## config.mk

```make
export PLATFORM = sky130hd
export DESIGN_NAME = alu_pipe
export DESIGN_NICKNAME = d
export VERILOG_FILES = /design/src/rtl/alu_pipe.sv
export SDC_FILE = /design/constraint.sdc
export NUM_CORES = 1
export LEC_CHECK = 0
export CORE_ASPECT_RATIO = 1.5
export CORE_MARGIN = 4
export CORE_UTILIZATION = 35
export CTS_CLUSTER_DIAMETER = 150
export CTS_CLUSTER_SIZE = 25
export DETAILED_ROUTE_END_ITERATION = 10
export GPL_TIMING_DRIVEN = 0
export PLACE_DENSITY = 0.49
export SETUP_SLACK_MARGIN = 0.4
export SYNTH_ARGS = -nofsm -noshare
export SYNTH_HDL_FRONTEND = slang
export SYNTH_SLANG_ARGS = --single-unit
```

## constraint.sdc

```tcl
create_clock -name clk -period 6.1 [get_ports clk]
set_input_delay 1.22 -clock clk [delete_from_list [all_inputs] [get_ports clk]]
set_output_delay 1.22 -clock clk [all_outputs]
set_load 0.01 [all_outputs]
```

## src/rtl/alu_pipe.sv

```systemverilog
// alu_pipe: two-stage pipelined 16-opcode ALU with valid/ready handshakes.
//
// Stage 1 registers the opcode, operands and shift amount on an input handshake.
// Stage 2 registers the computed result and flags. Each stage has its own valid bit.
// Both stages advance whenever stage 2 is empty or downstream is taking the result.
//
// Ports:
//   clk, rst_n             rising-edge clock, asynchronous active-low reset
//   in_valid / in_ready    operand beat handshake (in_ready is combinational on out_ready)
//   opcode, input1, input2 operation select and operands A / B
//   shiftValue             rotate/shift amount (naturally mod WIDTH)
//   out_valid / out_ready  result beat handshake
//   result                 registered result
//   carryFlag, zeroFlag, negFlag, ovfFlag  registered flags
//   stickyClr, stickyCarry only when ALU_STICKY_CARRY_EN is defined: stickyCarry
//                          accumulates carryFlag of retired beats; stickyClr clears it
//                          and takes priority over a same-cycle retire.
//
// Optional feature macro: ALU_STICKY_CARRY_EN
module alu_pipe #(
  parameter int unsigned WIDTH = 16,
  parameter int unsigned SHW   = $clog2(WIDTH)
) (
  input  logic             clk,
  input  logic             rst_n,
  input  logic             in_valid,
  output logic             in_ready,
  input  logic [3:0]       opcode,
  input  logic [WIDTH-1:0] input1,
  input  logic [WIDTH-1:0] input2,
  input  logic [SHW-1:0]   shiftValue,
  output logic             out_valid,
  input  logic             out_ready,
  output logic [WIDTH-1:0] result,
  output logic             carryFlag,
  output logic             zeroFlag,
  output logic             negFlag,
  output logic             ovfFlag
`ifdef ALU_STICKY_CARRY_EN
  ,
  input  logic             stickyClr,
  output logic             stickyCarry
`endif
);

  localparam logic [3:0] OpRol   = 4'd0;
  localparam logic [3:0] OpRor   = 4'd1;
  localparam logic [3:0] OpMax   = 4'd2;
  localparam logic [3:0] OpMin   = 4'd3;
  localparam logic [3:0] OpSub   = 4'd4;
  localparam logic [3:0] OpSeq   = 4'd5;
  localparam logic [3:0] OpXor   = 4'd6;
  localparam logic [3:0] OpSltu  = 4'd7;
  localparam logic [3:0] OpSgt   = 4'd8;
  localparam logic [3:0] OpXnor  = 4'd9;
  localparam logic [3:0] OpPassb = 4'd10;
  localparam logic [3:0] OpAdd   = 4'd11;
  localparam logic [3:0] OpAnd   = 4'd12;
  localparam logic [3:0] OpOr    = 4'd13;
  localparam logic [3:0] OpShl   = 4'd14;
  localparam logic [3:0] OpShr   = 4'd15;

  // Stage 1 state
  logic             s1_valid_q;
  logic [3:0]       op_q;
  logic [WIDTH-1:0] a_q;
  logic [WIDTH-1:0] b_q;
  logic [SHW-1:0]   sh_q;

  // Stage 2 state
  logic             s2_valid_q;
  logic [WIDTH-1:0] res_q;
  logic             carry_q;
  logic             zero_q;
  logic             neg_q;
  logic             ovf_q;

  // Next-state values computed from stage 1
  logic [WIDTH-1:0] res_d;
  logic             carry_d;
  logic             ovf_d;

  logic             advance;
  logic             accept;

  logic [WIDTH:0]   sum;
  logic [WIDTH:0]   diff;
  logic [SHW:0]     inv_sh;

  assign advance  = !s2_valid_q || out_ready;
  assign in_ready = !s1_valid_q || advance;
  assign accept   = in_valid && in_ready;

  always_comb begin
    sum     = {1'b0, a_q} + {1'b0, b_q};
    diff    = {1'b0, a_q} - {1'b0, b_q};
    // For sh_q == 0 the complementary shift is by WIDTH, which yields zero.
    inv_sh  = (SHW + 1)'(WIDTH) - {1'b0, sh_q};
    res_d   = '0;
    carry_d = 1'b0;
    ovf_d   = 1'b0;
    unique case (op_q)
      OpRol:   res_d = (a_q << sh_q) | (a_q >> inv_sh);
      OpRor:   res_d = (a_q >> sh_q) | (a_q << inv_sh);
      OpMax:   res_d = (a_q >= b_q) ? a_q : b_q;
      OpMin:   res_d = (a_q <= b_q) ? a_q : b_q;
      OpSub: begin
        res_d   = diff[WIDTH-1:0];
        carry_d = diff[WIDTH];
        ovf_d   = (a_q[WIDTH-1] != b_q[WIDTH-1]) && (diff[WIDTH-1] != a_q[WIDTH-1]);
      end
      OpSeq:   res_d = {{(WIDTH-1){1'b0}}, (a_q == b_q)};
      OpXor:   res_d = a_q ^ b_q;
      OpSltu:  res_d = {{(WIDTH-1){1'b0}}, (a_q < b_q)};
      OpSgt:   res_d = {{(WIDTH-1){1'b0}}, ($signed(a_q) > $signed(b_q))};
      OpXnor:  res_d = ~(a_q ^ b_q);
      OpPassb: res_d = b_q;
      OpAdd: begin
        res_d   = sum[WIDTH-1:0];
        carry_d = sum[WIDTH];
        ovf_d   = (a_q[WIDTH-1] == b_q[WIDTH-1]) && (sum[WIDTH-1] != a_q[WIDTH-1]);
      end
      OpAnd:   res_d = a_q & b_q;
      OpOr:    res_d = a_q | b_q;
      OpShl:   res_d = a_q << sh_q;
      OpShr:   res_d = a_q >> sh_q;
    endcase
  end

  // Stage 1: refills whenever it is empty or draining into stage 2.
  always_ff @(posedge clk or negedge rst_n) begin
    if (!rst_n) begin
      s1_valid_q <= 1'b0;
      op_q       <= '0;
      a_q        <= '0;
      b_q        <= '0;
      sh_q       <= '0;
    end else if (in_ready) begin
      s1_valid_q <= in_valid;
      if (in_valid) begin
        op_q <= opcode;
        a_q  <= input1;
        b_q  <= input2;
        sh_q <= shiftValue;
      end
    end
  end

  // Stage 2: data only loads with a real beat so outputs hold while idle.
  always_ff @(posedge clk or negedge rst_n) begin
    if (!rst_n) begin
      s2_valid_q <= 1'b0;
      res_q      <= '0;
      carry_q    <= 1'b0;
      zero_q     <= 1'b0;
      neg_q      <= 1'b0;
      ovf_q      <= 1'b0;
    end else if (advance) begin
      s2_valid_q <= s1_valid_q;
      if (s1_valid_q) begin
        res_q   <= res_d;
        carry_q <= carry_d;
        zero_q  <= (res_d == '0);
        neg_q   <= res_d[WIDTH-1];
        ovf_q   <= ovf_d;
      end
    end
  end

  assign out_valid = s2_valid_q;
  assign result    = res_q;
  assign carryFlag = carry_q;
  assign zeroFlag  = zero_q;
  assign negFlag   = neg_q;
  assign ovfFlag   = ovf_q;

`ifdef ALU_STICKY_CARRY_EN
  logic sticky_q;

  // Clear wins over a same-cycle retire, dropping that beat's carry.
  always_ff @(posedge clk or negedge rst_n) begin
    if (!rst_n) begin
      sticky_q <= 1'b0;
    end else if (stickyClr) begin
      sticky_q <= 1'b0;
    end else if (s2_valid_q && out_ready) begin
      sticky_q <= sticky_q | carry_q;
    end
  end

  assign stickyCarry = sticky_q;
`endif

endmodule

```

==> results of run 1 <==
## area by class of cell
| class | instances | share of cell area |
|---|---|---|
| plain buffers | 105 | 0.0431 |
| clock buffers | 11 | 0.0244 |
| clock inverters | 3 | 0.00217 |
| inverters | 56 | 0.0203 |
| multi-input cells | 925 | 0.660 |
| flip-flops and latches | 61 | 0.147 |
| well taps | 328 | 0.0396 |
| repair buffers | 66 | 0.0636 |
## stage by stage
step	utilization	area (um^2)	setup slack [ns]
6_report	0.411	10400	0.510
2_1_floorplan	-	9020	2.26
5_1_grt	0.411	10400	0.417
3_5_place_dp	0.400	10100	0.693
4_1_cts	0.411	10400	0.677
3_3_place_gp	0.400	10100	0.586
## per-layer routing
layer	vias to the layer above	wire [um]	share of wire
li1	4475	-	-
met1	5103	19700	0.37
met2	652	25000	0.47
met3	252	3530	0.066
met4	0	5260	0.098
met5	-	0	0
## cell usage after synthesis (all sizes together), types with 14 or more instances
cell type  count
o22ai         14
clkbuf        73
a31oi         24
nor2          96
mux2          74
o21ai         80
a211oi        32
a21oi         92
nand2b        20
inv           55
dfrtp         61
a221oi        17
ha            49
buf           32
nand2         79
nor2b         16
mux2i         47
mux4          22
nand3         27
nor3          37
## tightest hold or removal path, delay by kind of cell, from the launching register on
kind	cells	cell delay (ns)
AOI/OAI and AO/OA	1	0.06
DFF	1	0.35
and+or+nand+nor	1	0.05
## sequential cells by signal, indices dropped and copies added, names as in the netlist
| register | cells |
|---|---|
| zeroFlag | 1 |
| s1_valid_q | 1 |
| a_q | 16 |
| carryFlag | 1 |
| out_valid | 1 |
| sh_q | 4 |
| ovfFlag | 1 |
| op_q | 4 |
| b_q | 16 |
| result | 16 |
## worst min-delay path by stage
stage                      startpoint                     end  slack (ns)  cells past startpoint
2_1_floorplan  s1_valid_q$_DFFE_PN0N_   out_valid$_DFFE_PN0P_        0.46                      1
3_3_place_gp    result[2]$_DFFE_PN0P_   result[2]$_DFFE_PN0P_        0.47                      2
3_5_place_dp   s1_valid_q$_DFFE_PN0N_   out_valid$_DFFE_PN0P_        0.48                      1
4_1_cts        s1_valid_q$_DFFE_PN0N_   out_valid$_DFFE_PN0P_        0.50                      1
5_1_grt         result[1]$_DFFE_PN0P_   result[1]$_DFFE_PN0P_        0.52                      2
6_report       result[13]$_DFFE_PN0P_  result[13]$_DFFE_PN0P_        0.50                      2
## cells by family after synthesis
logic type | count (synthesis) | synth area share
flops | 61 | 0.169
buf+inv | 161 | 0.0728
xor+xnor | 8 | 0.00985
compound gates | 383 | 0.290
simple gates | 340 | 0.186
fa+ha+maj | 51 | 0.0724
mux | 143 | 0.200
## timing repair
item                                    4_1_cts  5_1_grt
hold buffers                                  0        0
endpoints found under the setup margin        0        1
gates resized for setup                       0        1
hold endpoints to repair                      0        0
## power groups by stage
stage | sequential [mW] | combinational, mW | clock (mW)
3_5_place_dp | 0.628 | 2.41 | 0
5_1_grt | 0.634 | 2.61 | 0.555
3_3_place_gp | 0.625 | 2.42 | 0
4_1_cts | 0.622 | 2.42 | 0.535
2_1_floorplan | 0.593 | 1.47 | 0
6_report | 0.627 | 2.50 | 0.527
==> impl_table.tex, run 1 <==
\begin{tabular}{lr}
\hline
Metric & Value \\
\hline
\multicolumn{2}{l}{\textbf{Yosys}} \\
\quad Fraction of post-synthesis cell area in the top cell type by area & 0.169 \\
\quad Net Count, Synth & 1242 \\
\quad Count of flip-flops with a built-in enable after synthesis & 0 \\
\quad Mean area per synthesized cell & 7.87 um\^{}2 \\
\quad Leading area contributor after synthesis & dfrtp\_1 \\
\quad Number of library cell types mapped by synthesis & 95 \\
\quad Sequential area share after synthesis & 0.169 \\
\quad Flip-flop and latch count after synthesis & 61 \\
\quad Syn. warnings & 0 \\
\quad Fraction of registers with async set or reset after synthesis & 1.00 \\
\quad Number of instances in the synthesized netlist & 1147 \\
\quad Cell area after technology mapping & 0.00902 mm\^{}2 \\
\quad Flip-flop cell with the highest count after synthesis & dfrtp\_1 \\
\quad Ranking of synthesized cells by area & dfrtp\_1 17\%, mux2\_2 9.1\%, ha\_1 6.8\% \\
\multicolumn{2}{l}{\textbf{Floorplanning}} \\
\quad Initial Util & 0.358 \\
\quad Width of the chip & 139 um \\
\quad Number of primary I/O pins & 66 \\
\quad Number of cell rows & 71 \\
\quad Die Ht & 205 um \\
\quad Core area & 0.0252 mm\^{}2 \\
\quad Total die area & 0.0285 mm\^{}2 \\
\multicolumn{2}{l}{\textbf{Detailed routing}} \\
\quad Drt total wl & 53500 um \\
\quad Detail-routed via count per cell & 6.74 \\
\quad Total DRC errors in the routed layout & 0 \\
\quad Routed vias & 10500 \\
\quad Number of iterations in the first detailed-routing pass & 7 \\
\quad DRC marker count from the first detailed-route iteration & 1314 \\
\quad Routed length per placed instance & 34.4 um \\
\quad Remaining number of nets flagged by the antenna check after routing & 0 \\
\multicolumn{2}{l}{\textbf{Worst setup path}} \\
\quad Crit-path leading delay family & buffers and inverters \\
\quad First element of the critical path & sh\_q[1]\$\_DFFE\_PN0P\_ \\
\quad R2R setup slack & 0.51 ns \\
\quad Critical path capture point type & register \\
\quad Capturing instance or port of the critical path & zeroFlag\$\_DFFE\_PN0P\_ \\
\quad Worst flop-to-flop path startpoint & sh\_q[1]\$\_DFFE\_PN0P\_ \\
\quad CP Launch Type & register \\
\quad Category of the critical setup timing path & reg2reg \\
\quad Reg2Reg Depth & 19 \\
\quad End of the worst register-to-register path & zeroFlag\$\_DFFE\_PN0P\_ \\
\quad Peak per-stage delay on the critical path & 0.45 ns \\
\quad Required time of the critical path & 6.36 ns \\
\quad Stages on the worst setup path & 19 \\
\quad Worst path most repeated cell & buf\_2 \\
\quad Number of buffer and inverter instances along the worst setup path & 9 \\
\quad Critical-path maximum fanout & 10 \\
\quad Slowest cell on crit path & o21ai\_0 \\
\quad Crit-path cells & buf\_2 > buf\_2 > buf\_2 > buf\_2 > inv\_1 > ha\_1 > buf\_2 > buf\_4 > buf\_2 > buf\_2 > o22ai\_1 > o21a\_1 > o21ai\_0 > o21ai\_0 > o21ai\_0 > o211ai\_1 > nor4\_1 > nand4\_1 > o41ai\_2 \\
\quad Critical Path AT & 5.85 ns \\
\multicolumn{2}{l}{\textbf{Global route}} \\
\quad Number of global-route vias before repair & 10400 \\
\quad GRT met3 Usage & 0.0584 \\
\quad Met2 GRT Util & 0.607 \\
\quad Busiest grt layer & met2 \\
\quad Global-route wire length before repair & 76300 um \\
\quad Largest net degree at the start of global routing & 62 \\
\quad Total global routing track utilization & 0.369 \\
\quad Number of antenna violations at the first check in global routing & 1 \\
\quad Met1 routing resource usage after global routing & 0.422 \\
\quad Global route overflow & 0 \\
\multicolumn{2}{l}{\textbf{Final layout}} \\
\quad Final cell count without fillers & 1555 \\
\quad Multi-input gate area in the final layout & 0.00684 mm\^{}2 \\
\quad Share of layout cells above drive strength 1 & 0.140 \\
\quad Total of fill cells in the finished design & 2664 \\
\quad Layout overhead on the synthesized area & 14.9\% \\
\quad Most used cells in the layout excluding fill and tap cells & 95 x nor2\_1, 91 x a21oi\_1, 78 x nand2\_1, 73 x o21ai\_0, 73 x mux2\_2 \\
\quad Layout net count & 1319 \\
\quad Seq. cell area & 0.00153 mm\^{}2 \\
\quad Most common library cell in the layout ignoring fill and taps & nor2\_1 \\
\quad Antenna diode count & 0 \\
\multicolumn{2}{l}{\textbf{STA}} \\
\quad Number of failing hold endpoints at the final stage & 0 \\
\quad Final Max Slew Viols & 0 \\
\quad Setup Total Neg Slack & 0 ns \\
\quad Highest achievable clock rate & 0.179 GHz \\
\quad \# setup viols final & 0 \\
\quad Worst relative slew slack & 0.101 \\
\quad Transition time at the pin with the least slew margin & 1.34 ns \\
\quad Shortest clock period the worst path allows after layout & 5.59 ns \\
\quad Final worst hold slack & 0.497 ns \\
\quad Final Cycle Share & 0.916 \\
\quad Setup repair after global routing missed its margin & no \\
\quad Post-Route Skew & 0.0181 ns \\
\multicolumn{2}{l}{\textbf{Clocking}} \\
\quad Number of H-tree levels & 3 \\
\quad Cts bufs inserted & 9 \\
\quad Post-CTS clock slew at the launch and capture registers of the worst setup and hold paths & 0.07 ns \\
\quad Max Buffers Root-to-Sink & 2 \\
\quad Post-CTS Setup Bufs & 0 \\
\quad Clock latency at the later pin of the worst-skew pair & 0.37 ns \\
\quad Number of clock sinks & 61 \\
\quad Root buffer selected by CTS & clkbuf\_16 \\
\quad TritonCTS clock tree & done \\
\multicolumn{2}{l}{\textbf{Power}} \\
\quad Power Density & 352 mW/mm\^{}2 \\
\quad Total power of the final layout & 3.65 mW \\
\quad Part of the power in registers & 0.171 \\
\quad Largest voltage drop on the vdd net & 0.143 mV \\
\quad Clock share of power & 0.144 \\
\quad Comb pwr share & 0.684 \\
\quad Static power due to leakage & 3.99 nW \\
\quad Switching power & 1.99 mW \\
\quad Internal power summed over all cells & 1.67 mW \\
\quad Net switching fraction of the power & 0.544 \\
\multicolumn{2}{l}{\textbf{Placed design}} \\
\quad Routability congestion estimate & 1.05 \\
\quad Dpl cells & 1541 \\
\quad Number of buffer cells added on primary ports & 65 \\
\quad Post-detailed-placement half-perimeter wirelength & 42200 um \\
\multicolumn{2}{l}{\textbf{Flow run}} \\
\quad Number of maximum-capacitance violations & 0 \\
\multicolumn{2}{l}{\textbf{Outcome}} \\
\quad Status & finished clean \\
\multicolumn{2}{l}{\textbf{Hold path}} \\
\quad Kind of path behind the tightest hold check & reg2reg \\
\hline
\end{tabular}
Note: power is estimated with default switching activity, not from simulation.
==> inputs of run 2 (changes only) <==
==> constraint.sdc (replaced) <==
create_clock -name clk -period 6.7 [get_ports clk]
set_input_delay 1.34 -clock clk [delete_from_list [all_inputs] [get_ports clk]]
set_output_delay 1.34 -clock clk [all_outputs]
set_load 0.01 [all_outputs]
==> run 2 against run 1 <==
Via count up 0.67%. Core utilization is essentially flat. Flip-flop and latch count unchanged. Non-clock buffer count stayed put. Clock-buffer cell count unchanged. Sequential share of layout area about the same. Sequential power fell by 9.1%. Register-to-register slack better by 0.49 ns. Critical path type unchanged. Critical endpoint unchanged. Largest power group unchanged.
==> impl_table.tex, run 2 (synthesis results as in run 1) <==
\begin{tabular}{lr}
\hline
Metric & Value \\
\hline
\multicolumn{2}{l}{\textbf{Final layout}} \\
\quad Most common library cell in the layout ignoring fill and taps & nor2\_1 \\
\quad Layout overhead on the synthesized area & 14.9\% (about the same) \\
\quad Most used cells in the layout excluding fill and tap cells & 95 x nor2\_1, 91 x a21oi\_1, 78 x nand2\_1, 73 x o21ai\_0, 73 x mux2\_2 \\
\quad Share of layout cells above drive strength 1 & 0.139 (-0.000815) \\
\quad Layout net count & 1319 (unchanged) \\
\quad Antenna diode count & 0 (unchanged) \\
\quad Total of fill cells in the finished design & 2665 (+0.038\%) \\
\quad Final cell count without fillers & 1555 (unchanged) \\
\multicolumn{2}{l}{\textbf{Clocking}} \\
\quad Number of H-tree levels & 3 (unchanged) \\
\quad Cts bufs inserted & 9 (unchanged) \\
\quad Clock latency at the later pin of the worst-skew pair & 0.37 ns (about the same) \\
\quad PostCTS Resize Cnt & 0 (unchanged) \\
\quad Post-CTS Setup Bufs & 0 (unchanged) \\
\quad Root buffer selected by CTS & clkbuf\_16 \\
\quad Hold buffer count at CTS & 0 (unchanged) \\
\quad Number of clock sinks & 61 (unchanged) \\
\quad Max Buffers Root-to-Sink & 2 (unchanged) \\
\quad TritonCTS clock tree & done \\
\quad Post-CTS clock slew at the launch and capture registers of the worst setup and hold paths & 0.07 ns (about the same) \\
\multicolumn{2}{l}{\textbf{STA}} \\
\quad Final Max Slew Viols & 0 (unchanged) \\
\quad \# setup viols final & 0 (unchanged) \\
\quad Post-Route Skew & 0.0179 ns (-0.000199 ns) \\
\quad Worst relative slew slack & 0.0962 (-0.00484) \\
\quad Transition time at the pin with the least slew margin & 1.35 ns (+0.00720 ns) \\
\quad Highest achievable clock rate & 0.175 GHz (-2.0\%) \\
\quad Final Cycle Share & 0.851 (-0.0654) \\
\quad Shortest clock period the worst path allows after layout & 5.70 ns (+0.111 ns) \\
\quad Setup Total Neg Slack & 0 ns (unchanged) \\
\quad Number of failing hold endpoints at the final stage & 0 (unchanged) \\
\quad Setup repair after global routing missed its margin & no \\
\multicolumn{2}{l}{\textbf{Floorplanning}} \\
\quad Number of primary I/O pins & 66 (unchanged) \\
\quad Die Ht & 205 um (unchanged) \\
\quad Total die area & 0.0285 mm\^{}2 (unchanged) \\
\quad Core area & 0.0252 mm\^{}2 (unchanged) \\
\quad Initial Util & 0.358 (unchanged) \\
\quad Width of the chip & 139 um (unchanged) \\
\quad Number of cell rows & 71 (unchanged) \\
\multicolumn{2}{l}{\textbf{Worst setup path}} \\
\quad Critical Path AT & 5.96 ns (+0.11 ns) \\
\quad Crit-path leading delay family & compound AO/OA/AOI/OAI gates \\
\quad Category of the critical setup timing path & reg2reg \\
\quad Peak per-stage delay on the critical path & 0.69 ns (+0.24 ns) \\
\quad Worst flop-to-flop path startpoint & a\_q[8]\$\_DFFE\_PN0P\_ \\
\quad Required time of the critical path & 6.96 ns (+0.60 ns) \\
\quad R2R setup slack & 1.0 ns (+0.49 ns) \\
\quad Crit-path cells & clkbuf\_1 > inv\_1 > ha\_1 > clkbuf\_1 > a221oi\_1 > a21o\_4 > o21ai\_1 > a21oi\_1 > o21ai\_0 > nand4\_1 > a21oi\_1 > nand4\_1 > o41ai\_2 \\
\quad Slowest cell on crit path & o21ai\_1 \\
\quad Number of buffer and inverter instances along the worst setup path & 3 (-6) \\
\quad Reg2Reg Depth & 13 (-6) \\
\quad Critical-path maximum fanout & 10 (unchanged) \\
\quad CP Launch Type & register \\
\quad End of the worst register-to-register path & zeroFlag\$\_DFFE\_PN0P\_ \\
\quad Critical path capture point type & register \\
\multicolumn{2}{l}{\textbf{Hold path}} \\
\quad Hold path start & result[13]\$\_DFFE\_PN0P\_ \\
\quad Kind of path behind the tightest hold check & reg2reg \\
\quad Worst hold path depth & 2 (unchanged) \\
\quad Endpoint of the worst hold-timing path & result[13]\$\_DFFE\_PN0P\_ \\
\multicolumn{2}{l}{\textbf{Detailed routing}} \\
\quad Drt total wl & 53600 um (about the same) \\
\quad Routed length per placed instance & 34.4 um (about the same) \\
\quad Routed vias & 10600 (+0.67\%) \\
\quad DRC marker count from the first detailed-route iteration & 1342 (+2.1\%) \\
\quad Total DRC errors in the routed layout & 0 (unchanged) \\
\quad Remaining number of nets flagged by the antenna check after routing & 0 (unchanged) \\
\quad Number of iterations in the first detailed-routing pass & 6 (-1) \\
\quad Detail-routed via count per cell & 6.79 (+0.67\%) \\
\multicolumn{2}{l}{\textbf{Power}} \\
\quad Static power due to leakage & 3.99 nW (about the same) \\
\quad Clock share of power & 0.145 (about the same) \\
\quad Part of the power in registers & 0.171 (about the same) \\
\quad Internal power summed over all cells & 1.52 mW (-9.0\%) \\
\quad Net switching fraction of the power & 0.544 (about the same) \\
\quad Largest voltage drop on the vdd net & 0.133 mV (-7.1\%) \\
\quad Switching power & 1.81 mW (-8.9\%) \\
\quad Total power of the final layout & 3.33 mW (-8.9\%) \\
\quad Comb pwr share & 0.684 (about the same) \\
\quad Power Density & 321 mW/mm\^{}2 (-8.9\%) \\
\multicolumn{2}{l}{\textbf{Flow run}} \\
\quad Number of maximum-capacitance violations & 0 (unchanged) \\
\multicolumn{2}{l}{\textbf{Global route}} \\
\quad Number of global-route vias before repair & 10400 (unchanged) \\
\quad Total global routing track utilization & 0.369 (unchanged) \\
\quad Global route overflow & 0 (unchanged) \\
\quad Largest net degree at the start of global routing & 62 (unchanged) \\
\quad Global-route wire length before repair & 76300 um (unchanged) \\
\quad Number of antenna violations at the first check in global routing & 1 (unchanged) \\
\multicolumn{2}{l}{\textbf{Placed design}} \\
\quad Routability congestion estimate & 1.05 (unchanged) \\
\quad Post-detailed-placement half-perimeter wirelength & 42200 um (unchanged) \\
\quad Number of buffer cells added on primary ports & 65 (unchanged) \\
\quad Dpl cells & 1541 (unchanged) \\
\multicolumn{2}{l}{\textbf{Outcome}} \\
\quad Status & finished clean \\
\hline
\end{tabular}
-- run 2: cell counts in the layout (fill, tap and decap cells not counted) --
No cell type changed its count.
-- run 2: per-stage QoR --
stage	setup slack, ns	area (um^2)	hold slack, ns	utilization
after floorplan	2.86	9020	0.457	-
after global placement	1.19	10100	0.469	0.400
after detailed placement	1.29	10100	0.480	0.400
after CTS	1.28	10400	0.497	0.411
after global routing	0.884	10400	0.523	0.411
final	0.999	10400	0.497	0.411
-- run 2: layer usage --
| metal | wire (um) | part of all wire | up-vias | track usage |
|---|---|---|---|---|
| met5 | 0 | 0 | - | 0 |
| met4 | 5390 | 0.10 | 0 | 0.298 |
| met3 | 3520 | 0.066 | 274 | 0.0584 |
| met2 | 24900 | 0.46 | 643 | 0.607 |
| met1 | 19800 | 0.37 | 5163 | 0.422 |
| li1 | - | - | 4472 | - |
-- run 2: area by class of cell --
| type | count | area, um^2 | area share |
|---|---|---|---|
| buffer | 105 | 447 | 0.0431 |
| clock buffer | 11 | 253 | 0.0244 |
| clock inverter | 3 | 22.5 | 0.00217 |
| inverter | 56 | 210 | 0.0203 |
| multi-input combinational | 925 | 6840 | 0.660 |
| sequential | 61 | 1530 | 0.147 |
| tap | 328 | 410 | 0.0396 |
| timing repair buffer | 66 | 659 | 0.0636 |
-- run 2: worst max-delay path by stage --
stage | start | endpoint | slack, ns | depth (start not counted)
after global routing | a_q[8]$_DFFE_PN0P_ | zeroFlag$_DFFE_PN0P_ | 0.88 | 13
after detailed placement | sh_q[0]$_DFFE_PN0P_ | zeroFlag$_DFFE_PN0P_ | 1.29 | 17
final | a_q[8]$_DFFE_PN0P_ | zeroFlag$_DFFE_PN0P_ | 1.0 | 13
after global placement | a_q[3]$_DFFE_PN0P_ | zeroFlag$_DFFE_PN0P_ | 1.19 | 13
after CTS | sh_q[0]$_DFFE_PN0P_ | zeroFlag$_DFFE_PN0P_ | 1.28 | 17
after floorplan | sh_q[1]$_DFFE_PN0P_ | zeroFlag$_DFFE_PN0P_ | 2.86 | 19
-- run 2: power by group through the flow --
stage          sequential (mW)  clock [mW]  combinational [mW]
2_1_floorplan            0.540           0                1.34
3_3_place_gp             0.569           0                2.20
3_5_place_dp             0.572           0                2.19
4_1_cts                  0.566       0.487                2.20
5_1_grt                  0.577       0.505                2.37
6_report                 0.570       0.481                2.28
-- run 2: worst register-to-register path, delay by kind of cell, from the launching register on --
kind	cells	cell delay, ns
compound gates	7	2.58
buf+inv	3	1.32
flops	1	0.65
simple gates	2	0.59
fa+ha+maj	1	0.44
